## config.mk

```make
export PLATFORM = sky130hd
export DESIGN_NAME = seq_divider_n
export DESIGN_NICKNAME = d
export VERILOG_FILES = /design/src/rtl/seq_divider_n.sv
export SDC_FILE = /design/constraint.sdc
export NUM_CORES = 1
export LEC_CHECK = 0
export CAP_MARGIN = 15
export CORE_MARGIN = 5
export CORE_UTILIZATION = 58
export CTS_CLUSTER_SIZE = 28
export DETAILED_ROUTE_END_ITERATION = 8
export PLACE_DENSITY = 0.84
export SLEW_MARGIN = 0
export SYNTH_ARGS = -nofsm -noshare
export SYNTH_HDL_FRONTEND = slang
export SYNTH_SLANG_ARGS = --single-unit
```

## constraint.sdc

```tcl
create_clock -name clk -period 5.3 [get_ports clk]
set_input_delay 0.795 -clock clk [delete_from_list [all_inputs] [get_ports clk]]
set_output_delay 0.795 -clock clk [all_outputs]
set_load 0.03 [all_outputs]
```

## src/rtl/seq_divider_n.sv

```systemverilog
// rtl/seq_divider_n.sv - parametrised restoring divider, one quotient bit per clock
// Two's-complement operation is compiled in only when SEQ_DIVIDER_N_SIGNED_EN is defined.
module seq_divider_n #(
  parameter int WIDTH = 8
) (
  input  logic             clk,
  input  logic             rst,
  input  logic             start,
  input  logic             signed_op,
  input  logic [WIDTH-1:0] X,
  input  logic [WIDTH-1:0] Y,
  output logic             busy,
  output logic             valid,
  output logic [WIDTH-1:0] quot,
  output logic [WIDTH-1:0] rem,
  output logic             div_by_zero
);

  localparam int CW = $clog2(WIDTH + 1);
  localparam logic [CW-1:0] LAST = CW'(WIDTH - 1);

  typedef enum logic [1:0] {
    IDLE,
    RUN,
    DONE
  } state_t;

  state_t           state;
  logic [CW-1:0]    count;
  logic [WIDTH-1:0] part_rem;
  logic [WIDTH-1:0] part_quot;
  logic [WIDTH-1:0] divisor;

  logic [WIDTH-1:0] x_mag;
  logic [WIDTH-1:0] y_mag;
  logic [WIDTH-1:0] quot_fix;
  logic [WIDTH-1:0] rem_fix;

  logic [WIDTH:0]   shifted;
  logic [WIDTH+1:0] trial;
  logic [WIDTH-1:0] rem_next;
  logic [WIDTH-1:0] quot_next;

  // Carry-out of the widened subtract tells whether the divisor fits.
  always_comb begin
    shifted = {part_rem, part_quot[WIDTH-1]};
    trial   = {1'b0, shifted} - {2'b00, divisor};
    if (!trial[WIDTH+1]) begin
      rem_next  = trial[WIDTH-1:0];
      quot_next = {part_quot[WIDTH-2:0], 1'b1};
    end else begin
      rem_next  = shifted[WIDTH-1:0];
      quot_next = {part_quot[WIDTH-2:0], 1'b0};
    end
  end

`ifdef SEQ_DIVIDER_N_SIGNED_EN
  logic neg_quot;
  logic neg_rem;

  always_comb begin
    x_mag    = (signed_op && X[WIDTH-1]) ? -X : X;
    y_mag    = (signed_op && Y[WIDTH-1]) ? -Y : Y;
    quot_fix = neg_quot ? -quot_next : quot_next;
    rem_fix  = neg_rem ? -rem_next : rem_next;
  end

  always_ff @(posedge clk or posedge rst) begin
    if (rst) begin
      neg_quot <= 1'b0;
      neg_rem  <= 1'b0;
    end else if (state == IDLE && start) begin
      neg_quot <= signed_op && (X[WIDTH-1] ^ Y[WIDTH-1]);
      neg_rem  <= signed_op && X[WIDTH-1];
    end
  end
`else
  logic unused_signed_op;
  assign unused_signed_op = signed_op;
  assign x_mag    = X;
  assign y_mag    = Y;
  assign quot_fix = quot_next;
  assign rem_fix  = rem_next;
`endif

  always_ff @(posedge clk or posedge rst) begin
    if (rst) begin
      state       <= IDLE;
      count       <= '0;
      part_rem    <= '0;
      part_quot   <= '0;
      divisor     <= '0;
      busy        <= 1'b0;
      valid       <= 1'b0;
      quot        <= '0;
      rem         <= '0;
      div_by_zero <= 1'b0;
    end else begin
      valid <= 1'b0;
      case (state)
        IDLE: begin
          if (start) begin
            busy <= 1'b1;
            if (Y == '0) begin
              // The raw dividend rides in part_rem until DONE publishes it.
              part_rem <= X;
              state    <= DONE;
            end else begin
              part_rem  <= '0;
              part_quot <= x_mag;
              divisor   <= y_mag;
              count     <= '0;
              state     <= RUN;
            end
          end
        end
        RUN: begin
          part_rem  <= rem_next;
          part_quot <= quot_next;
          count     <= count + CW'(1);
          if (count == LAST) begin
            quot        <= quot_fix;
            rem         <= rem_fix;
            div_by_zero <= 1'b0;
            valid       <= 1'b1;
            busy        <= 1'b0;
            state       <= IDLE;
          end
        end
        DONE: begin
          quot        <= '1;
          rem         <= part_rem;
          div_by_zero <= 1'b1;
          valid       <= 1'b1;
          busy        <= 1'b0;
          state       <= IDLE;
        end
        default: begin
          busy  <= 1'b0;
          state <= IDLE;
        end
      endcase
    end
  end

endmodule

```

======== Word level (Yosys, flattened, before mapping) ========
Index checks and enable logic that the tools add are counted.
word-level totals
  bits of input ports ..................... 20
  register bits ........................... 49
  logic and storage cells ................. 53
  output and inout bits ................... 19
cells by class
  add/subtract/negate cells ............... 2
  eq/ne operators ......................... 6
  muxes and demuxes ....................... 25
  bitwise gates (word level) .............. 1
  reductions and logical operators ........ 9
operator list
  cell                                                             number
  8-bit one-hot mux with 2 select lines                            4
  8-bit two-way mux                                                7
  9-bit by 8-bit subtractor with 10-bit output                     1
  8-bit zero test                                                  1
  4-bit two-way mux                                                2
  4-bit one-hot mux with 2 select lines                            1
  2-bit two-way mux                                                3
  2-bit != test, second input constant                             3
  1-bit one-hot mux with 2 select lines                            3
  2-bit AND reduction                                              3
  3-bit AND reduction                                              2
  4-bit by 1-bit adder with 4-bit output, second input constant    1
  4-bit by 3-bit == test with 1-bit output, second input constant  1
  1-bit two-way mux                                                4
  2-bit one-hot mux with 2 select lines                            1
  2-bit nonzero test                                               2
  2-bit by 1-bit == test with 1-bit output, second input constant  1
  2-bit == test, second input constant                             1
  2-bit zero test                                                  1
  1-bit inverter                                                   1

======== Longest topological paths before layout ========
Gate-level depths: netlist (run 1).
  depth after elaboration ................. 4
  gate-level depth with buffers ........... 9
  mapped depth without buffers ............ 9

======== Least setup slack after synthesis (run 1) ========
OpenSTA, ideal clock, no wires.
  kind .................................... reg-to-reg
  start ................................... register part_quot[7]
  end ..................................... register part_rem[6]
  path buffers ............................ 0
  arrival time ............................ 1.787 ns
  library setup time ...................... 0.150 ns
  stages on the path, launching flop included .. 10
  data required time ...................... 5.150 ns
  slack ................................... 3.362 ns
  cells stage by stage .................... dfrtp_1 inv_1 ha_1 fa_1 nor2b_4 o31a_1 o21a_1 or3_1 nand3_1 a41oi_1
between the ends
  cells in the longest elaborated chain, start to end .. 3
RTL lines
  item                                          line  source
  start, declared                               31    logic [WIDTH-1:0] part_quot;
  start signal, assigned                        110   part_quot <= x_mag;
  start signal, assigned                        119   part_quot <= quot_next;
  9-bit by 8-bit subtractor with 10-bit output  47    trial = {1'b0, shifted} - {2'b00, divisor};
  8-bit two-way mux                             48    if (!trial[WIDTH+1]) begin
  8-bit one-hot mux with 2 select lines         100   case (state)
  end signal, assigned                          118   part_rem <= rem_next;
  end, declared                                 30    logic [WIDTH-1:0] part_rem;
Every way passes these cells.
A chain may end at the register's enable or synchronous reset.

======== Final worst setup path (run 1) ========
  start ................................... register part_rem[5]
  end ..................................... register rem[1]
between the ends
  cells in the longest elaborated chain, start to end .. 4
RTL lines
  item                                          line  source
  9-bit by 8-bit subtractor with 10-bit output  47
  8-bit two-way mux                             48
  8-bit two-way mux                             121   if (count == LAST) begin
  8-bit one-hot mux with 2 select lines         100
  end signal, assigned                          123   rem <= rem_fix;
  end signal, assigned                          132   rem <= part_rem;
  end, declared                                 15    output logic [WIDTH-1:0] rem,
Every way passes these cells. The select of a mux whose other input is x is not followed.

==> results of run 1 <==
## critical path, delay by kind of cell (launching register included)
family	cells	cell delay, ns
AOI/OAI and AO/OA	4	1.26
DFF	1	0.42
muxes	1	0.41
adders and majority gates	1	0.36
## state kept, by name (all words and copies together) (netlist names)
signal,cells
quot,8
part_quot,8
div_by_zero,1
state,2
divisor,8
valid,1
busy,1
rem,8
part_rem,8
count,4
## power by group through the flow
stage	Clock, W	Sequential (W)	Combinational (W)
2_1_floorplan	0	0.000626	0.000807
3_3_place_gp	0	0.000607	0.00103
3_5_place_dp	0	0.000613	0.00106
4_1_cts	0.000282	0.000606	0.00106
5_1_grt	0.000300	0.000624	0.00119
6_report	0.000279	0.000608	0.00107
## placed cells by master, fill, tap and decap left out, types with 4 or more instances in the layout
cell             count
a21oi_1             26
a22oi_1              6
clkbuf_8             6
clkdlybuf4s50_1     37
dfrtp_1             49
ha_1                12
inv_1               13
mux2i_1              7
nand2_1             41
nand2b_1             4
nand3_1             10
nor2_1              17
o21ai_0              5
o21ai_1             26
o22ai_1             12
or3_1                4
## metal layers
metal / vias to the layer above / part of all wire (%) / global-route usage [%]
met5: - / 0 / 0
met4: 0 / 1.3 / 8.392
met3: 9 / 6.7 / 4.348
met2: 90 / 46 / 34.67
met1: 1138 / 46 / 30.24
li1: 1118 / - / -
## layout make-up
type	count	area, µm²
Inverter	16	60.06
Fill cell	354	1242
Sequential cell	49	1226
Clock inverter	1	30.03
Multi-Input combinational cell	218	1356
Tap cell	52	65.06
Clock buffer	7	86.33
Timing Repair Buffer	38	377.9
## worst paths after layout
kind | end | depth (start not counted) | slack, ns | from
hold reg to reg | quot[4] | 1 | 0.50 | quot[4]
setup reg to reg | rem[1] | 6 | 2.76 | part_rem[5]
min in group asynchronous | rem[4] | 2 | 1.05 | rst
setup / recovery | rem[1] | 6 | 2.76 | part_rem[5]
hold / removal | quot[4] | 1 | 0.50 | quot[4]
max in group asynchronous | divisor[4] | 2 | 3.61 | rst
## logic make-up (layout without fill, tap and decap cells)
kind of cell	Yosys count	count (layout)	synth area share, %
buf+inv	27	62	4.488
simple gates	98	98	18.00
fa+ha+maj	13	13	6.293
compound gates	96	96	21.80
xor+xnor	2	2	0.6480
mux	9	9	3.424
flops	49	49	45.35
## metrics by stage
stage	setup slack (ns)	util, %	cell area [µm²]
final	2.759	72.04	3202
after global routing	2.638	72.04	3202
after CTS	2.803	72.04	3202
after detailed placement	2.593	69.43	3085
after global placement	2.626	69.43	3085
after floorplan	3.332	-	2704
==> impl_metrics.csv, run 1 <==
group,metric,value,unit
yosys,seq_area_frac_synth,45.35,%
yosys,synth_area,2704,µm²
detailed_routing,vias_per_cell,6.181,
global_routing,grt_start_max_net_pins,50,
die,dieArea,6127,µm²
yosys,synth_most_common_cell,"dfrtp_1",
timing,setup_viol,0,
placement,gp_congestion,0.8664,
die,io-pin-count,39,
setup_path,critical_path_arrival,2.77,ns
power_and_ir_drop,p_seq_share,31.1,%
clock_network,numCtsBuffers,5,
detailed_routing,antenna_left,0,
power_and_ir_drop,p_sw,0.0008724,W
timing,rsz0062_at_grt,"false",
final_layout,num-nets-final,361,
yosys,ys_seq_elements,49,
detailed_routing,drt_iter0_markers,188,
die,num_rows,24,
clock_network,cts_tree,"built",
global_routing,track_usage,22.04,%
final_layout,syn2layout_area_growth,18.42,%
timing,worst_pin_slew,1.031,ns
setup_path,crit_path_end_kind,"flop",
die,core_region_area,4444,µm²
yosys,synth_top_cell_by_area,"dfrtp_1",
yosys,ys_warn_count,0,
timing,period_share,47.94,%
min_path,hp-class,"reg2reg",
yosys,syn-num-nets,327,
timing,fin_worst_skew,0.01324,ns
run,maxCapViolations,0,
power_and_ir_drop,pwr-share-comb,54.6,%
die,initial_core_util,60.84,%
timing,maxSlewViolCount,0,
timing,hold_viol,0,
power_and_ir_drop,power_leakage,1.333,nW
power_and_ir_drop,intPower,0.001083,W
placement,dp_hpwl,4.724,mm
detailed_routing,first_pass_iters,4,
timing,min_period,2.541,ns
placement,dp.cells,373,
yosys,synthTopCellsByCount,"dfrtp_1, nand2_1, a21oi_1, o21ai_1, nor2_1",
clock_network,cts_hold_buf,0,
setup_path,critPathSlowestCell,"a21oi_1",
detailed_routing,dr_total_vias,2355,
detailed_routing,wire_per_inst,16.97,µm
placement,io_buffers,37,
clock_network,clock_sinks,49,
die,fp.dieW,78.28,µm
clock_network,insertion_delay,0.31,ns
yosys,synth-edff-count,0,
clock_network,cts_buffer_depth,2,
global_routing,grt_pass1_wl,10.80,mm
clock_network,path_clk_slew,0.09,ns
timing,fmax,0.3936,GHz
setup_path,path_common_cell,"a21oi_1",
clock_network,htreeDepth,2,
detailed_routing,drc_errors,0,
yosys,ys.flop_type,"dfrtp_1",
setup_path,cp-start-kind,"flop",
final_layout,finalNonFillerCells,381,
yosys,async_reset_ff_share,100.0,%
setup_path,critPathRequiredTime,5.53,ns
yosys,syn_avg_cell_area,9.197,µm²
final_layout,num_antenna_cells,0,
setup_path,slowest_delay,0.71,ns
clock_network,cts.repair.resized,0,
power_and_ir_drop,swShare,44.61,%
power_and_ir_drop,p_clk_share,14.3,%
power_and_ir_drop,power,0.001956,W
final_layout,drive_gt1_share,6.383,%
yosys,synth_top_area_share,45.35,%
die,die_height,78.28,µm
clock_network,cts_root_buffer,"clkbuf_8",
timing,hold_ws,0.5015,ns
yosys,synthTopCellsByArea,"dfrtp_1, nand2_1, ha_1",
yosys,netlist_instances,294,
power_and_ir_drop,power_density,610.8,nW/µm²
setup_path,cp_cell_sequence,"ha_1 -> a21oi_1 -> o221ai_2 -> a21oi_1 -> mux2_1 -> a21oi_1",
clock_network,cts_setup_buffers,0,
setup_path,cp_max_fo,11,
global_routing,grt_pass1_vias,2320,
global_routing,grt-ovfl-total,0,
detailed_routing,drt-total-wl,6.465,mm
setup_path,critPathKind,"reg2reg",
yosys,ys_types,49,
timing,slew_headroom,31.18,%
timing,final.setup.tns,0,ns
power_and_ir_drop,peakVddDrop,321.4,µV
global_routing,antenna_found_initial,0,
status,status,"finished, final reports clean",
No activity file was read; power rests on OpenSTA's default activity.
==> run 2: changes to the inputs <==
- CORE_UTILIZATION: 58 -> 49
- PLACE_DENSITY: 0.84 -> 0.76
- clock period: 5.3 -> 2.29 ns (I/O delays scaled with it)
==> impl_metrics.csv, run 2 (synthesized netlist as in run 1, its figures left out) <==
group,metric,value,unit
timing,final.setup.tns,0,ns
placement,gp_congestion,0.8643,
clock_network,numCtsBuffers,5,
clock_network,cts_root_buffer,"clkbuf_8",
final_layout,nFillCells,478,
setup_path,rrSetupSlack,0.19,ns
global_routing,grt_pass1_vias,2275,
timing,hold_viol,0,
die,fp.dieW,84.29,µm
die,dieArea,7104,µm²
placement,dp_slack,0.2133,ns
clock_network,cts_setup_buffers,0,
final_layout,multi_input_area,1356,µm²
setup_path,rr_startpoint,"part_quot[7]",
timing,slew_headroom,62.92,%
detailed_routing,wire_per_inst,15.87,µm
setup_path,crit_path_end_kind,"flop",
final_layout,layout_common_cells,"dfrtp_1, nand2_1, clkdlybuf4s50_1, o21ai_1, a21oi_1",
detailed_routing,vias_per_cell,5.684,
die,num_rows,27,
global_routing,track_usage,18.86,%
timing,period_share,91.81,%
detailed_routing,dr_total_vias,2336,
final_layout,drive_gt1_share,9.145,%
final_layout,seq_area,1226,µm²
global_routing,antenna_found_initial,0,
clock_network,insertion_delay,0.31,ns
clock_network,clock_sinks,49,
status,status,"finished, final reports clean",
final_layout,syn2layout_area_growth,22.40,%
die,initial_core_util,49.71,%
global_routing,grt_start_max_net_pins,29,
setup_path,critPathSlowestCell,"dfrtp_1",
die,io-pin-count,39,
detailed_routing,first_pass_iters,4,
timing,fin_worst_skew,0.005821,ns
clock_network,cts.repair.resized,0,
setup_path,cp-start-kind,"flop",
timing,fin_ws,0.1877,ns
global_routing,grt-ovfl-total,0,
clock_network,cts_buffer_depth,2,
timing,setup_viol,0,
setup_path,critPathRequiredTime,2.46,ns
clock_network,htreeDepth,2,
detailed_routing,antenna_left,0,
detailed_routing,drt_iter0_markers,189,
global_routing,grt_pass1_wl,10.88,mm
die,die_height,84.29,µm
timing,min_period,2.102,ns
timing,worst_pin_slew,0.5554,ns
setup_path,r2r_cells,9,
timing,fmax,0.4757,GHz
min_path,hp-class,"in2async",
setup_path,r2r-end,"part_rem[6]",
power_and_ir_drop,peakVddDrop,1085,µV
setup_path,critical_path_arrival,2.27,ns
clock_network,cts_tree,"built",
run,maxCapViolations,0,
clock_network,cts_hold_buf,0,
timing,maxSlewViolCount,0,
detailed_routing,drc_errors,0,
timing,hold_ws,0.3964,ns
detailed_routing,drt-total-wl,6.521,mm
final_layout,num-nets-final,371,
timing,rsz0062_at_grt,"false",
power_and_ir_drop,power_density,1397,nW/µm²
setup_path,cp_max_fo,3,
final_layout,num_antenna_cells,0,
final_layout,layout_commonest_cell,"dfrtp_1",
die,core_region_area,5439,µm²
setup_path,critPathKind,"reg2reg",
setup_path,cp_cell_sequence,"inv_1 -> ha_1 -> fa_1 -> nor2b_4 -> o31a_1 -> o21a_1 -> or3_1 -> nand3_1 -> a41oi_1",
placement,io_buffers,37,
setup_path,slowest_delay,0.41,ns
placement,dp_hpwl,4.950,mm
clock_network,path_clk_slew,0.09,ns
power_and_ir_drop,power_leakage,1.385,nW
==> run 2: final cells by class <==
cell class	count	share of cell area, %
repair buffers	48	14.06
well taps	72	2.722
inverters	16	1.815
multi-input cells	218	40.98
clock buffers	6	2.193
clock inverters	2	1.172
flip-flops and latches	49	37.05
==> run 2: metrics by stage <==
stage	util [%]	area, µm²	power (W)	cells
6_report	60.85	3309	0.004623	411
5_1_grt	60.85	3309	0.004996	411
2_1_floorplan	-	2704	0.003317	294
3_3_place_gp	58.80	3198	0.003920	403
4_1_cts	60.85	3309	0.004631	411
3_5_place_dp	58.80	3198	0.003995	403
==> run 2: power by group <==
group / internal, W / switching [W] / leakage, nW
clock: 0.000328 / 0.000300 / 0.0554
sequential: 0.00116 / 0.000245 / 0.571
combinational: 0.00109 / 0.00150 / 0.759
==> run 2: critical path, delay by kind of cell, from the launching register on <==
| kind | cells | cell delay [ns] |
|---|---|---|
| compound gates | 3 | 0.56 |
| fa+ha+maj | 2 | 0.47 |
| buf+inv | 1 | 0.06 |
| flops | 1 | 0.41 |
| simple gates | 3 | 0.46 |
==> run 2: how the worst max path moves through the flow <==
| stage | cells past startpoint | startpoint | endpoint |
|---|---|---|---|
| after floorplan | 9 | part_quot[7] | part_rem[6] |
| after global placement | 9 | part_quot[7] | part_rem[6] |
| after detailed placement | 9 | part_quot[7] | part_rem[6] |
| after CTS | 9 | part_quot[7] | part_rem[6] |
| after global routing | 7 | part_rem[5] | rem[1] |
| final | 9 | part_quot[7] | part_rem[6] |
==> run 2: routing by layer <==
metal  track usage (%)  part of all wire [%]  wire (µm)  vias to the layer above
met5                 0                     0          0                        -
met4             5.848                   1.3         86                        0
met3             3.631                   4.8        313                        9
met2             30.70                    50       3228                       57
met1             25.45                    44       2893                     1130
li1                  -                     -          -                     1140
==> run 3: changes to the inputs <==
- CORE_UTILIZATION: 49 -> 30
- PLACE_DENSITY: 0.76 -> not set
==> impl_metrics.csv, run 3 (synthesized netlist as in run 1, its figures left out) <==
group,metric,value,unit
global_routing,grt_pass1_vias,2292,
clock_network,insertion_delay,0.31,ns
detailed_routing,wire_per_inst,15.80,µm
clock_network,cts_setup_buffers,0,
power_and_ir_drop,power_density,1385,nW/µm²
clock_network,path_clk_slew,0.10,ns
setup_path,cp_cell_sequence,"inv_1 -> ha_1 -> fa_1 -> nor2b_4 -> o31a_1 -> o21a_1 -> or3_1 -> nand3_1 -> a41oi_1",
detailed_routing,antenna_left,0,
setup_path,rr_startpoint,"part_quot[7]",
die,die_height,104.9,µm
setup_path,critPathKind,"reg2reg",
timing,fin_worst_skew,0.01156,ns
global_routing,grt_use_met3,2.898,%
timing,setup_viol,0,
clock_network,clock_sinks,49,
die,num_rows,34,
global_routing,grt_busiest_layer,"met2",
placement,dp_hpwl,5.270,mm
setup_path,cp_max_fo,3,
min_path,hp-start,"quot[6]",
timing,hold_viol,0,
timing,worst_pin_slew,0.6365,ns
timing,slew_headroom,57.56,%
global_routing,grt_pass1_wl,11.64,mm
detailed_routing,drc_errors,0,
power_and_ir_drop,power,0.004657,W
final_layout,num-nets-final,372,
final_layout,nFillCells,886,
run,maxCapViolations,0,
clock_network,cts_tree,"built",
timing,period_share,93.15,%
power_and_ir_drop,power_leakage,1.390,nW
power_and_ir_drop,peakVddDrop,476.0,µV
die,dieArea,11010,µm²
die,fp.dieW,104.9,µm
final_layout,syn2layout_area_growth,24.34,%
clock_network,cts_root_buffer,"clkbuf_8",
setup_path,critPathSlowestCell,"dfrtp_1",
min_path,hp-class,"reg2reg",
global_routing,use_met1,17.29,%
global_routing,track_usage,13.00,%
timing,maxSlewViolCount,0,
clock_network,numCtsBuffers,5,
timing,rsz0062_at_grt,"false",
final_layout,final_util,38.36,%
setup_path,critPathRequiredTime,2.47,ns
die,core_region_area,8763,µm²
die,initial_core_util,30.85,%
global_routing,antenna_found_initial,0,
global_routing,grt-ovfl-total,0,
clock_network,htreeDepth,2,
placement,io_buffers,37,
detailed_routing,vias_per_cell,5.228,
min_path,hold-path-endpoint,"quot[6]",
final_layout,layout_commonest_cell,"dfrtp_1",
detailed_routing,drt_iter0_markers,110,
setup_path,rrSetupSlack,0.16,ns
setup_path,r2r_cells,9,
clock_network,cts_hold_buf,0,
setup_path,critical_path_arrival,2.32,ns
detailed_routing,first_pass_iters,4,
final_layout,num_antenna_cells,0,
final_layout,layout_common_cells,"dfrtp_1, nand2_1, clkdlybuf4s50_1, o21ai_1, a21oi_1",
global_routing,grt_start_max_net_pins,50,
timing,final.setup.tns,0,ns
clock_network,cts.repair.resized,0,
setup_path,crit_path_end_kind,"flop",
timing,hold_ws,0.4986,ns
timing,min_period,2.133,ns
setup_path,slowest_delay,0.43,ns
min_path,holdPathStages,1,
detailed_routing,drt-total-wl,7.080,mm
timing,fmax,0.4688,GHz
die,io-pin-count,39,
setup_path,cp-start-kind,"flop",
detailed_routing,dr_total_vias,2342,
global_routing,grt_use_met2,20.86,%
final_layout,drive_gt1_share,9.412,%
setup_path,r2r-end,"part_rem[6]",
status,status,"finished, final reports clean",
clock_network,cts_buffer_depth,2,
placement,gp_congestion,0.7981,
-- run 3: worst max-delay path: cells and delay by family (launching register included) --
family / cells / cell delay (ns)
flops: 1 / 0.43
simple gates: 3 / 0.47
buf+inv: 1 / 0.07
fa+ha+maj: 2 / 0.46
compound gates: 3 / 0.59
-- run 3: area by class of cell --
cell class                 count  area [µm²]  share of cell area (%)
tap                          108       135.1                   4.019
clock buffer                   6       72.57                   2.159
clock inverter                 2       38.79                   1.154
multi-input combinational    218        1356                   40.34
timing repair buffer          49       473.0                   14.07
sequential                    49        1226                   36.47
inverter                      16       60.06                   1.786
-- run 3: power breakdown --
| group | leakage, nW | internal (W) | switching (W) | total [W] |
|---|---|---|---|---|
| combinational | 0.764 | 0.00109 | 0.00152 | 0.00262 |
| clock | 0.0554 | 0.000328 | 0.000306 | 0.000635 |
| sequential | 0.571 | 0.00116 | 0.000250 | 0.00141 |
-- run 3: metrics by stage --
step	area, µm²	setup slack [ns]	instances
2_1_floorplan	2704	0.3525	294
3_3_place_gp	3251	0.1187	440
3_5_place_dp	3251	0.1151	440
4_1_cts	3362	0.1504	448
5_1_grt	3362	0.01302	448
6_report	3362	0.1569	448
-- run 3: how the worst max path moves through the flow --
| stage | slack (ns) | cells past startpoint | endpoint | start |
|---|---|---|---|---|
| 2_1_floorplan | 0.35 | 9 | part_rem[6] | part_quot[7] |
| 3_3_place_gp | 0.12 | 8 | count[2] | Y[1] |
| 3_5_place_dp | 0.12 | 8 | count[2] | Y[1] |
| 4_1_cts | 0.15 | 9 | part_rem[6] | part_quot[7] |
| 5_1_grt | 0.01 | 9 | part_rem[6] | part_quot[7] |
| 6_report | 0.16 | 9 | part_rem[6] | part_quot[7] |
-- run 3: routing by layer --
metal	part of all wire, %	vias to the layer above
met5	0	-
met4	2.0	0
met3	4.3	13
met2	47	47
met1	46	1137
li1	-	1145
